### src/rtl/mkmif_pkg.sv
// mkmif_pkg: shared constants and types for the MKM block engine.
// FSM state encoding, word width, default stride, address helper.
package mkmif_pkg;

  localparam int WORD_W          = 32;
  localparam int DEF_ADDR_STRIDE = 4;

  typedef enum logic [2:0] {
    ST_IDLE      = 3'd0,
    ST_ISSUE     = 3'd1,
    ST_WAIT_ACK  = 3'd2,
    ST_WAIT_DONE = 3'd3,
    ST_DONE      = 3'd4
  } state_t;

  // Byte address of word idx; wraps modulo 2^16.
  function automatic logic [15:0] word_addr(
    input logic [15:0] base,
    input logic [15:0] idx,
    input logic [15:0] stride
  );
    return base + idx * stride;
  endfunction

endpackage

### src/rtl/mkmif_word_buffer.sv
// mkmif_word_buffer: DEPTH x 32 register array, async clear to zero.
// Ports: one write port (we/waddr/wdata), two comb read ports (a, b).
module mkmif_word_buffer
  import mkmif_pkg::*;
#(
  parameter int DEPTH = 8,
  parameter int AW    = $clog2(DEPTH)
)(
  input  logic              clk,
  input  logic              reset_n,
  input  logic              we_i,
  input  logic [AW-1:0]     waddr_i,
  input  logic [WORD_W-1:0] wdata_i,
  input  logic [AW-1:0]     raddr_a_i,
  output logic [WORD_W-1:0] rdata_a_o,
  input  logic [AW-1:0]     raddr_b_i,
  output logic [WORD_W-1:0] rdata_b_o
);

  logic [WORD_W-1:0] mem_q [DEPTH];

  always_ff @(posedge clk or negedge reset_n) begin
    if (!reset_n) begin
      for (int i = 0; i < DEPTH; i++) begin
        mem_q[i] <= '0;
      end
    end else if (we_i) begin
      mem_q[waddr_i] <= wdata_i;
    end
  end

  assign rdata_a_o = mem_q[raddr_a_i];
  assign rdata_b_o = mem_q[raddr_b_i];

endmodule

### src/rtl/mkmif_block_engine.sv
// mkmif_block_engine: splits a block request into single-word core ops.
// Ports: start/write_mode/base_addr/num_words command, busy/done/error
// status, buf_* host buffer access, core_* op/ready handshake.
// Optional MKMIF_BLOCK_TIMEOUT_EN: per-word watchdog of TIMEOUT_CYCLES.
module mkmif_block_engine
  import mkmif_pkg::*;
#(
  parameter int BUF_DEPTH      = 8,
  parameter int ADDR_STRIDE    = DEF_ADDR_STRIDE,
  parameter int TIMEOUT_CYCLES = 65535,
  parameter int AW             = $clog2(BUF_DEPTH),
  parameter int NW             = AW + 1
)(
  input  logic              clk,
  input  logic              reset_n,
  input  logic              start,
  input  logic              write_mode,
  input  logic [15:0]       base_addr,
  input  logic [NW-1:0]     num_words,
  output logic              busy,
  output logic              done,
  output logic              error,
  input  logic              buf_we,
  input  logic [AW-1:0]     buf_addr,
  input  logic [WORD_W-1:0] buf_wdata,
  output logic [WORD_W-1:0] buf_rdata,
  input  logic              core_ready,
  output logic              core_read_op,
  output logic              core_write_op,
  output logic [15:0]       core_addr,
  output logic [WORD_W-1:0] core_write_data,
  input  logic [WORD_W-1:0] core_read_data
);

  if (BUF_DEPTH < 2 || BUF_DEPTH > 16 || TIMEOUT_CYCLES < 1)
  begin : g_bad_param
    $error("mkmif_block_engine: bad parameter");
  end

  state_t            state_q, state_d;
  logic [AW-1:0]     idx_q, idx_d;
  logic [NW-1:0]     num_q, num_d;
  logic [15:0]       base_q, base_d;
  logic              wmode_q, wmode_d;
  logic              busy_q, busy_d;
  logic              done_q, done_d;
  logic              err_q, err_d;
  logic              rop_q, rop_d;
  logic              wop_q, wop_d;
  logic [15:0]       addr_q, addr_d;
  logic              eng_we, host_we;
  logic              buf_wr;
  logic [AW-1:0]     buf_wa;
  logic [WORD_W-1:0] buf_wd;
  logic              num_ok, last_word;

`ifdef MKMIF_BLOCK_TIMEOUT_EN
  localparam int TW = $clog2(TIMEOUT_CYCLES + 1);
  logic [TW-1:0] tmo_q, tmo_d;
`endif

  assign num_ok = (num_words != '0) &&
                  (num_words <= NW'(BUF_DEPTH));
  assign last_word = ({1'b0, idx_q} == num_q - 1'b1);

  always_comb begin
    state_d = state_q;
    idx_d   = idx_q;
    num_d   = num_q;
    base_d  = base_q;
    wmode_d = wmode_q;
    busy_d  = busy_q;
    err_d   = err_q;
    addr_d  = addr_q;
    done_d  = 1'b0;
    rop_d   = 1'b0;
    wop_d   = 1'b0;
    eng_we  = 1'b0;
`ifdef MKMIF_BLOCK_TIMEOUT_EN
    tmo_d   = '0;
`endif
    unique case (state_q)
      // DONE already has busy low, so it takes a start like IDLE.
      ST_IDLE, ST_DONE: begin
        state_d = ST_IDLE;
        busy_d  = 1'b0;
        if (start) begin
          if (num_ok) begin
            num_d   = num_words;
            base_d  = base_addr;
            wmode_d = write_mode;
            idx_d   = '0;
            busy_d  = 1'b1;
            err_d   = 1'b0;
            state_d = ST_ISSUE;
          end else begin
            err_d  = 1'b1;
            done_d = 1'b1;
          end
        end
      end
      ST_ISSUE: begin
        if (core_ready) begin
          addr_d  = word_addr(base_q, 16'(idx_q),
                              16'(ADDR_STRIDE));
          rop_d   = ~wmode_q;
          wop_d   = wmode_q;
          state_d = ST_WAIT_ACK;
        end
      end
      ST_WAIT_ACK: begin
        if (!core_ready) begin
          state_d = ST_WAIT_DONE;
        end
      end
      ST_WAIT_DONE: begin
        if (core_ready) begin
          eng_we = ~wmode_q;
          if (last_word) begin
            state_d = ST_DONE;
            done_d  = 1'b1;
            busy_d  = 1'b0;
          end else begin
            idx_d   = idx_q + 1'b1;
            state_d = ST_ISSUE;
          end
        end
      end
      default: begin
        state_d = ST_IDLE;
        busy_d  = 1'b0;
      end
    endcase
`ifdef MKMIF_BLOCK_TIMEOUT_EN
    // Counts cycles spent waiting on one word; restarts per op.
    if ((state_q == ST_WAIT_ACK || state_q == ST_WAIT_DONE) &&
        (state_d == ST_WAIT_ACK || state_d == ST_WAIT_DONE)) begin
      if (tmo_q == TW'(TIMEOUT_CYCLES - 1)) begin
        state_d = ST_DONE;
        done_d  = 1'b1;
        busy_d  = 1'b0;
        err_d   = 1'b1;
      end else begin
        tmo_d = tmo_q + 1'b1;
      end
    end
`endif
  end

  always_ff @(posedge clk or negedge reset_n) begin
    if (!reset_n) begin
      state_q <= ST_IDLE;
      idx_q   <= '0;
      num_q   <= '0;
      base_q  <= '0;
      wmode_q <= 1'b0;
      busy_q  <= 1'b0;
      done_q  <= 1'b0;
      err_q   <= 1'b0;
      rop_q   <= 1'b0;
      wop_q   <= 1'b0;
      addr_q  <= '0;
    end else begin
      state_q <= state_d;
      idx_q   <= idx_d;
      num_q   <= num_d;
      base_q  <= base_d;
      wmode_q <= wmode_d;
      busy_q  <= busy_d;
      done_q  <= done_d;
      err_q   <= err_d;
      rop_q   <= rop_d;
      wop_q   <= wop_d;
      addr_q  <= addr_d;
    end
  end

`ifdef MKMIF_BLOCK_TIMEOUT_EN
  always_ff @(posedge clk or negedge reset_n) begin
    if (!reset_n) begin
      tmo_q <= '0;
    end else begin
      tmo_q <= tmo_d;
    end
  end
`endif

  // Host writes are locked out while a transfer owns the buffer.
  assign host_we = buf_we & ~busy_q;
  assign buf_wr  = host_we | eng_we;
  assign buf_wa  = eng_we ? idx_q : buf_addr;
  assign buf_wd  = eng_we ? core_read_data : buf_wdata;

  mkmif_word_buffer #(
    .DEPTH (BUF_DEPTH),
    .AW    (AW)
  ) u_buf (
    .clk       (clk),
    .reset_n   (reset_n),
    .we_i      (buf_wr),
    .waddr_i   (buf_wa),
    .wdata_i   (buf_wd),
    .raddr_a_i (buf_addr),
    .rdata_a_o (buf_rdata),
    .raddr_b_i (idx_q),
    .rdata_b_o (core_write_data)
  );

  assign busy          = busy_q;
  assign done          = done_q;
  assign error         = err_q;
  assign core_read_op  = rop_q;
  assign core_write_op = wop_q;
  assign core_addr     = addr_q;

endmodule

### config.mk
export PLATFORM = sky130hd
export DESIGN_NAME = mkmif_block_engine
export DESIGN_NICKNAME = d
export VERILOG_FILES = /design/src/rtl/mkmif_pkg.sv /design/src/rtl/mkmif_word_buffer.sv /design/src/rtl/mkmif_block_engine.sv
export SDC_FILE = /design/constraint.sdc
export NUM_CORES = 1
export LEC_CHECK = 0
export ABC_AREA = 1
export CAP_MARGIN = 20
export CORE_ASPECT_RATIO = 0.7
export CORE_MARGIN = 2
export CORE_UTILIZATION = 55
export DETAILED_ROUTE_END_ITERATION = 10
export PLACE_DENSITY = 0.78
export REMOVE_ABC_BUFFERS = 1
export SLEW_MARGIN = 10
export SYNTH_ARGS = -nofsm -noshare
export SYNTH_HDL_FRONTEND = slang
export SYNTH_SLANG_ARGS = --single-unit
### constraint.sdc
create_clock -name clk -period 3 [get_ports clk]
set_clock_uncertainty 0.1 [all_clocks]
set_input_delay 0.6 -clock clk [delete_from_list [all_inputs] [get_ports clk]]
set_output_delay 0.6 -clock clk [all_outputs]
set_load 0.01 [all_outputs]
[After elaboration in Yosys (flattened, before gate mapping)]
Cells that the tools add are included.
Widths: inputs -> output; s select.
Cells by class
  muxes and demuxes: 38
  $add $sub $neg: 3
  bitwise operators: 8
  eq/ne operators: 12
  reduce and logical (&&, ||, !) cells: 13
  magnitude comparators: 5
Operator list (count)
  $bwmux 256: 1
  $bmux 32 s3: 2
  $mux 32: 6
  $demux 32 s3: 1
  $mux 3: 9
  $add 16x5->16: 1
  $mux 1: 15
  $ne 2x2->1 const B: 7
  $ge 4x4->1 const B: 3
  $not 3->4: 3
  $pmux 3 s4: 1
  $reduce_and 3->1: 3
  $eq 3x2->1 const B: 2
  $pmux 3 s2: 1
  $reduce_and 5->1: 1
  $eq 3x4->1: 1
  $le 4x4->1 const B: 1
  $lt 4x1->1 const B: 1
  $reduce_and 2->1: 2
  $reduce_bool 4->1: 1
  $reduce_or 2->1: 2
  $sub 4x1->4 const B: 1
  $add 3x1->3 const B: 1
  $eq 3x1->1 const B: 1
  other kinds (9): 12
Storage, ports and cells
  output and inout port bits: 85
  register bits after elaboration: 304
  input bits: 93

[Longest topological paths before layout]
  depth after elaboration: 10
  depth in mapped cells: 12

[Cells and area by module]
Synthesis repeated with hierarchy kept, for this count alone.
Unflattened totals
  cells, all modules: 2665
  area total of the unflattened synthesis: 17718.2 um^2
By module, submodules not included
  mkmif_word_buffer: cells an instance 2311, times used 1, area an instance 14883.0 um^2
  mkmif_block_engine: cells an instance 354, times used 1, area an instance 2835.2 um^2

[Least setup slack after synthesis]
OpenSTA, ideal clock, no wires.
  path kind: input port to output port
  start: in buf_addr[0]
  end: out buf_rdata[10]
  arrival: 1754 ps
  path buffers: 3
  stages: 8
  slack: 546 ps
  cells stage by stage: buf_2 -> clkinv_1 -> buf_2 -> buf_1 -> nand2_1 -> o21ai_0 -> a21oi_1 -> a31oi_1
Between the ends
  word-level cells in the longest chain between the ends: 4
RTL lines
  from (decl): line mkmif_block_engine.sv:24  | input logic [AW-1:0] buf_addr,
  $not 3->4 (implied by the code): line mkmif_word_buffer.sv:32  | assign rdata_a_o = mem_q[raddr_a_i];
  $bmux 32 s3: line mkmif_word_buffer.sv:32
  $mux 32 (implied by the code) (2 in series): line mkmif_word_buffer.sv:32
  to (decl): line mkmif_block_engine.sv:26  | output logic [WORD_W-1:0] buf_rdata,
Every way passes these cells. The select of a mux whose other input is x is not followed.

[Final worst setup path]
  start: in buf_addr[0]
  end: out buf_rdata[21]
Same word-level chain as after synthesis.

==> impl_metrics.toml <==
[worst_hold_path]
min_to = "u_buf.mem_q[152]"
min-delay-start = "u_buf.mem_q[152]"
holdCritPathClass = "register to register"
timing.hold.worst_path_depth = 2

[setup_path]
first_element_of_the_critical_path = "buf_addr[0]"
critical_path.reg2reg.endpoint = "core_addr[6]"
criticalPathCategory = "primary input to primary output"
signal_arrival_time_at_the_worst_endpoint_ns = 2.29
cp_max_fo = 17
worst_r2r_path_depth = 11
timing.critical_path.cells = "buf_4, inv_4, buf_12, nor2_1, o21ai_0, a21oi_1, a31oi_1, buf_4, clkdlybuf4s50_1"
critPathMostFrequentCell = "buf_4"
r2r-start = "idx_q[0]"
startpoint_type = "primary input"
crit_path_end_kind = "primary output"
crit_slowest_cell = "clkdlybuf4s50_1"
ff2ff_setup_slack_ns = 0.23
critical_path.max_stage_delay_ns = 0.53
crit_required_ns = 2.30

[drt]
routed_wirelength_um = 61200
first_iter_violations = 3237
wire_per_inst_um = 20.2
drt-pass1-iter-count = 7
final_antenna_net_count = 0
via_per_inst = 6.24
remaining_drc_errors = 0
via_count = 18900

[pwr]
clock_power_share_pct = 20.7
total_leakage_power_nw = 10.4
intPower_w = 0.0116
total_power_w = 0.0198
cellPowerDensity_nw_per_um2 = 927
pwr-share-seq_pct = 37.9
power.share.combinational_pct = 41.4
power_switching_w = 0.00820
irDropWorstVdd_mv = 0.475
p_sw_share_pct = 41.4

[synthesis]
synth-seq-cells = 304
ys_warn_count = 0
synth_top_family_by_area = "simple AND/OR/NAND/NOR gates"
post_synth_and_or_nand_nor_area_fraction_pct = 29.6
synth-seq-area-share_pct = 43.7
avgSynthCellArea_um2 = 7.13
synth_area_um2 = 17400
synthCells = 2444
ys_types = 30
post_synthesis_compound_gate_area_fraction_pct = 17.1
multiplexer_share_of_the_synthesized_area_pct = 0
synth_adder_area_share_pct = 0.474
synth_xor_xnor_area_share_pct = 0.302

[sta]
final.setup.tns_ns = 0
finalSetupViolations = 0
slew_limit_fails = 0
layout_worst_path_cycle_share_pct = 99.7
finalWorstPathRequiredPeriod_ns = 2.99
tightest_slew_ns = 0.700
final.hold.worst_slack_ns = 0.371
hold_violations = 0
fmaxAchievable_mhz = 334
slew_headroom_pct = 53.3
post-route-worst-setup-slack_ns = 0.00931

[finish]
final-instance-count-excl-fill = 3029
most_common_cell_after_layout_fill_and_taps_aside = "nand2_1"
fillers = 2462
area_growth_syn_to_layout_pct = 22.5
layout.cells.most_common_list = "nand2_1 (840), nand3_1 (306), dfrtp_1 (302)"
drive_gt1_share_pct = 9.39
layout.nets = 2687

[placed_design]
hpwlAfterDp_um = 37100
gp_congestion = 0.894
placed_cells_incl_taps = 2950
place.port_buffers = 177
place_ws_ns = -0.165

[die]
fp.coreArea_um2 = 31100
floorplan.rows = 54
io_pins = 178
design.die.area_um2 = 33100
die_width_um = 217
initial_core_util_pct = 55.9
die_height_um = 153

[outcome]
run_status = "finished clean"

[global_route]
via_count_of_the_first_global_routing_pass = 17900
grt.total_usage_pct = 36.2
grt_first_pass_wirelength_um = 96000
grt.overflow.total = 0
grt_antenna_before_repair = 0
grt_max_degree = 74

[clock_network]
cts_buffers = 30
total_number_of_clock_tree_sinks = 304
cts-root-to-sink-buffers = 3
cts.clk_slew.worst_paths_ns = 0.06
cts.htree.levels = 1
cts_root_buf = "clkbuf_16"
clock_tree_from_tritoncts = "done"
clkLatencyLatePin_ns = 0.58

[run]
timing.max_cap.violations = 0
-- Yosys cell counts --
library cell    n  area share, %
nand2_1       840             18
nand3_1       306            8.8
dfrtp_1       304             44
o21ai_0       287            8.2
a21oi_1       132            3.8
inv_1         127            2.7
clkbuf_1       80            1.7
nor2_1         79            1.7
a31oi_1        64            2.3
o211ai_1       64            2.8
buf_2          54            1.6
buf_1          23           0.50
buf_6          22            1.4
buf_4          17           0.73
ha_1            5           0.36
nand4_1         5           0.18
nor3_1          5           0.14
clkinv_1        4          0.086
inv_2           4          0.086
nand2_2         4           0.14
nor2_2          4           0.14
xnor2_1         3           0.15
xor2_1          3           0.15
nor2_4          2           0.13
a21oi_2         1          0.050
fa_1            1           0.11
nand3_2         1          0.057
nand3b_1        1          0.043
nor2_8          1           0.11
nor3b_1         1          0.043
-- layout make-up --
type	count	area [um^2]	area share, %
inverter	135	522	2.44
clock inverter	6	133	0.621
multi-input combinational	1809	8380	39.3
sequential	304	7610	35.7
antenna	1	2.50	0.0117
tap	420	526	2.46
timing repair buffer	308	3260	15.3
clock buffer	46	912	4.27
-- critical path: cells and delay by family --
family | cells | cell delay (ns)
AO/OA/AOI/OAI | 3 | 0.47
buffers and inverters | 5 | 1.16
AND/OR/NAND/NOR | 1 | 0.06
-- how the worst max path moves through the flow --
stage / to / cells past startpoint / slack, ns
floorplan: u_buf.mem_q[100] / 6 / -4.64
global placement: buf_rdata[16] / 5 / -0.12
detailed placement: buf_rdata[16] / 5 / -0.16
CTS: core_write_data[8] / 8 / -0.02
global route: core_write_data[31] / 7 / -0.02
finish: buf_rdata[21] / 9 / 0.009
-- per-stage QoR --
stage	area, um^2	util, %
after floorplan	16400	-
final	21300	68.5
after detailed placement	19900	63.9
after global placement	19900	63.9
after CTS	21200	68.1
after global routing	21300	68.5
-- flip-flops by register name, indices dropped and copies added, names as in the netlist, 3 cells and up --
| name | count |
|---|---|
| u_buf.mem_q | 256 |
| base_q | 16 |
| core_addr | 16 |
| num_q | 4 |
| idx_q | 3 |
| state_q | 3 |
-- logic make-up after synthesis --
logic type      Yosys count
flops                   304
compound gates          548
buf+inv                 331
simple gates           1249
fa+ha+maj                 6
xor+xnor                  6
-- power by group through the flow --
stage,clock (W),sequential (W),combinational [W]
floorplan,0,0.00723,0.00444
global placement,0,0.00735,0.00762
detailed placement,0,0.00742,0.00792
CTS,0.00410,0.00741,0.00802
global route,0.00427,0.00769,0.00908
finish,0.00410,0.00750,0.00820
-- timing repair --
item	in CTS	in global routing
pin swaps	7	13
setup endpoints to repair	56	48
resized for setup	136	71
hold endpoints to repair	66	0
buffers inserted	9	9
hold buffers	1	0
gates cloned	6	2
-- layer usage --
metal	vias to the layer above	GRT usage, %	part of all wire [%]
li1	8380	-	-
met1	8925	50.5	39
met2	1402	55.9	44
met3	184	8.42	13
met4	0	12.1	3.2
met5	-	0	0
(Power assumes the default switching activity.)
==> RTL edit 1: new RTL, same flow settings <==
`addr_q` no longer has a reset.
--- a/src/rtl/mkmif_block_engine.sv
+++ b/src/rtl/mkmif_block_engine.sv
@@ -161,3 +161,2 @@
       wop_q   <= 1'b0;
-      addr_q  <= '0;
     end else begin
@@ -173,4 +172,7 @@
       wop_q   <= wop_d;
-      addr_q  <= addr_d;
     end
+  end
+
+  always_ff @(posedge clk) begin
+    addr_q <= addr_d;
   end
Formal check against the unedited RTL: differs if reset_n is asserted again (counterexample within 4 cycles, from zero or initial values and one cycle with reset_n low); with reset_n held inactive, the same outputs for 4 cycles.
==> RTL edit 1 against the unedited design <==
- the flow now finishes with violations (negative setup slack)
- clock power decreased by 6.3%
- sequential cell count unchanged
- cell count decreased by 2.6%
- count of clock-buffer cells in the layout rose by 1
- combinational power down 6.6%
- synthesized area is 1.4% lower
- total power shrank 4.5%
- global-route usage decreased by 1.1 points
- cell area decreased by 1.9%
- routed wire length decreased by 1.7%
- setup slack lost 0.052 ns
- highest routed layer unchanged
==> RTL edit 1: results (changes against the unedited design) <==
global_routing:
  use_met2_pct: 54.6  # -1.3 points
  grt_max_degree: 84  # +14%
  grt_pass1_vias: 17400  # -2.8%
timing:
  setup_viol: 3  # +3
  fin_ws_ns: -0.0427  # -0.0520 ns
  tightest_slew_ns: 0.735  # +0.0356 ns
  holdWs_ns: 0.357  # -0.0141 ns
status:
  violations: "negative setup slack"
  outcome: "complete, but fails checks"
place:
  dpl-instance-area_sq_um: 19700  # -1.0%
  hpwlAfterDp_mm: 36.5  # -1.7%
  dp.cells: 2885  # -2.2%
  dp_slack_ns: 0.0304  # +0.195 ns
routing:
  drtIter0Drc: 3165  # -2.2%
  dr_wl_met2_mm: 26.4  # -2.6%
  vias: 18200  # -3.7%
cts:
  post_cts_buffers: 0  # -9
  cts_resized: 42  # -69%
synth:
  synth.area.top_cells: "dfrtp_1 42%, nand2_1 18%, nand3_1 8.8%"
  synth_xor_area_share_pct: 0.662  # +0.36 points
  ys_types: 29  # -3.3%
  synth.cells.most_frequent: "806 x nand2_1, 303 x nand3_1, 288 x dfrtp_1"
setup_path:
  critPathMaxFanout: 21  # +4
  crit_path_top_delay_cell: "dfrtp_4"
  regToRegSetupSlack_ns: 0.26  # +0.03 ns
power:
  power_density_nw_per_um2: 902  # -2.7%
  ir_worst_vdd_mv: 0.566  # +19%
  power.internal_mw: 11.1  # -4.6%
cells_and_area:
  diodes: 0  # -1
  nFillCells: 2559  # +3.9%
[RTL edit 1: cell count changes after synthesis, moves of 22 or more]
| cell | before | now |
|---|---|---|
| buf_6 | 22 | 0 |
| nand2_1 | 840 | 806 |
| buf_4 | 17 | 39 |
| clkbuf_1 | 80 | 108 |
| buf_2 | 54 | 29 |
[RTL edit 1: layout make-up]
class | count | share of cell area, %
multi-input cells | 1761 | 39.1
well taps | 420 | 2.51
clock inverters | 8 | 0.311
repair buffers | 280 | 14.5
inverters | 130 | 2.41
clock buffers | 47 | 4.38
flip-flops and latches | 304 | 36.7
[RTL edit 1: final timing paths]
kind / end / from / cells after the start
setup / recovery: core_write_data[17] / idx_q[0] / 7
hold / removal: core_addr[0] / base_q[0] / 0
setup reg to reg: core_addr[14] / idx_q[0] / 8
hold reg to reg: core_addr[0] / base_q[0] / 0
max in group asynchronous: u_buf.mem_q[92] / reset_n / 3
min in group asynchronous: u_buf.mem_q[129] / reset_n / 2
==> RTL edit 2: new RTL, same settings <==
Made on the original files. Build with the macro `MKMIF_BLOCK_TIMEOUT_EN` defined.
--- a/src/rtl/mkmif_block_engine.sv
+++ b/src/rtl/mkmif_block_engine.sv
@@ -4,2 +4,4 @@
 // Optional MKMIF_BLOCK_TIMEOUT_EN: per-word watchdog of TIMEOUT_CYCLES.
+`define MKMIF_BLOCK_TIMEOUT_EN
+
 module mkmif_block_engine
Formal check against the unedited RTL: no difference found for any inputs over 4 cycles, from zero or initial values and one cycle with reset_n low; that may be too few to reach the edited logic, so the function may still have changed.
==> RTL edit 2 against the unedited design <==
- setup slack better by 0.019 ns
- synthesized area grew 3.9%
- sequential cell count grew 16
- non-clock buffer count fell by 46
- routed wire length is 13% lower
- cell area up 2.2%
- total power increased by 0.94%
- via count shrank 11%
==> RTL edit 2: results (changes against the unedited design) <==
setup_path:
  r2r_end: "core_addr[12]"
  arrival_ns: 2.27  # -0.02 ns
  critPathMaxFanout: 11  # -6
  crit_start: "idx_q[0]"
  endpoint: "core_write_data[15]"
  regToRegSetupSlack_ns: 0.55  # +0.32 ns
  crit_path_top_delay_cell: "dfrtp_4"
cts:
  post_cts_buffers: 3  # -6
  clkLatencyLatePin_ns: 0.53  # -0.05 ns
  cts_buffers: 35  # +17%
  h-tree-depth: 2  # +1
  cts_resized: 73  # -46%
place:
  dp.cells: 2700  # -8.5%
  dp_slack_ns: -0.0423  # +0.122 ns
  hpwlAfterDp_mm: 33.0  # -11%
  place.gp.congestion: 0.881  # -1.4%
  dpl-instance-area_sq_um: 20400  # +2.7%
power:
  power_leakage_nw: 9.73  # -6.6%
  swShare_pct: 39.2  # -2.2 points
global_routing:
  grt_max_degree: 87  # +18%
  grt_pass1_wl_mm: 84.4  # -12%
  grt_pass1_vias: 15900  # -11%
  grtUsageTotal_pct: 30.4  # -5.8 points
synth:
  synth.area.top_cells: "dfrtp_1 44%, nand2_1 11%, o21ai_0 7.4%"
  ys_seq_area_share_pct: 44.2  # +0.57 points
  synth.cells.most_frequent: "519 x nand2_1, 320 x dfrtp_1, 266 x o21ai_0"
  synth_cells: 2181  # -11%
  synthMuxAreaShare_pct: 3.84  # +3.8 points
  synth-compound-area-share_pct: 26.5  # +9.3 points
  synth-adder-area-share_pct: 0.594  # +0.12 points
  ys_types: 38  # +27%
  synth_xor_area_share_pct: 0.581  # +0.28 points
routing:
  wl_mm: 53.5  # -13%
  first_pass_iters: 6  # -1
  drtIter0Drc: 2457  # -24%
timing:
  tightest_slew_ns: 0.559  # -0.141 ns
status:
  outcome: "finished clean"
cells_and_area:
  drive_gt1_share_pct: 14.8  # +5.5 points
  layout.cells.non_filler: 2771  # -8.5%
  final_net_count: 2424  # -9.8%
RTL edit 2: cell types whose count changed after synthesis, moves of 26 or more:
cell / before / now
mux2i_4: 0 / 29
o21ai_1: 0 / 165
nand3_1: 306 / 23
o21ai_2: 0 / 114
buf_6: 22 / 48
nand2_1: 840 / 519
nor2_1: 79 / 109
buf_2: 54 / 10
RTL edit 2: final cells by class:
cell class | instances | area, sq um
fill | 2541 | 10500
inverter | 146 | 558
clock buffer | 48 | 1050
clock inverter | 10 | 50.0
timing repair buffer | 262 | 3050
multi-input combinational | 1558 | 8560
sequential | 320 | 8020
tap | 427 | 534
RTL edit 2: power groups by stage:
| stage | Combinational [mW] | Clock, mW | Sequential [mW] |
|---|---|---|---|
| floorplan | 4.70 | 0 | 7.42 |
| finish | 8.14 | 4.21 | 7.63 |
| detailed placement | 7.93 | 0 | 7.59 |
| CTS | 8.06 | 4.25 | 7.55 |
| global route | 9.00 | 4.42 | 7.83 |
| global placement | 7.67 | 0 | 7.49 |
RTL edit 2: worst min-delay path by stage:
stage | depth (start not counted) | end | start | slack, ns
after detailed placement | 1 | u_buf.mem_q[214] | reset_n | 0.34
after floorplan | 0 | base_q[0] | reset_n | 0.20
after global placement | 1 | u_buf.mem_q[222] | reset_n | 0.34
final | 1 | tmo_q[0] | tmo_q[0] | 0.36
after global routing | 1 | tmo_q[0] | tmo_q[0] | 0.38
after CTS | 1 | tmo_q[0] | tmo_q[0] | 0.36
RTL edit 2: routing by layer:
layer	up-vias	track usage [%]	routed length, um	part of all wire [%]
li1	7690	-	-	-
met1	8022	42.7	22600	42
met2	979	47.6	24000	45
met3	147	5.80	5310	9.9
met4	0	10.2	1550	2.9
met5	-	0	0	0
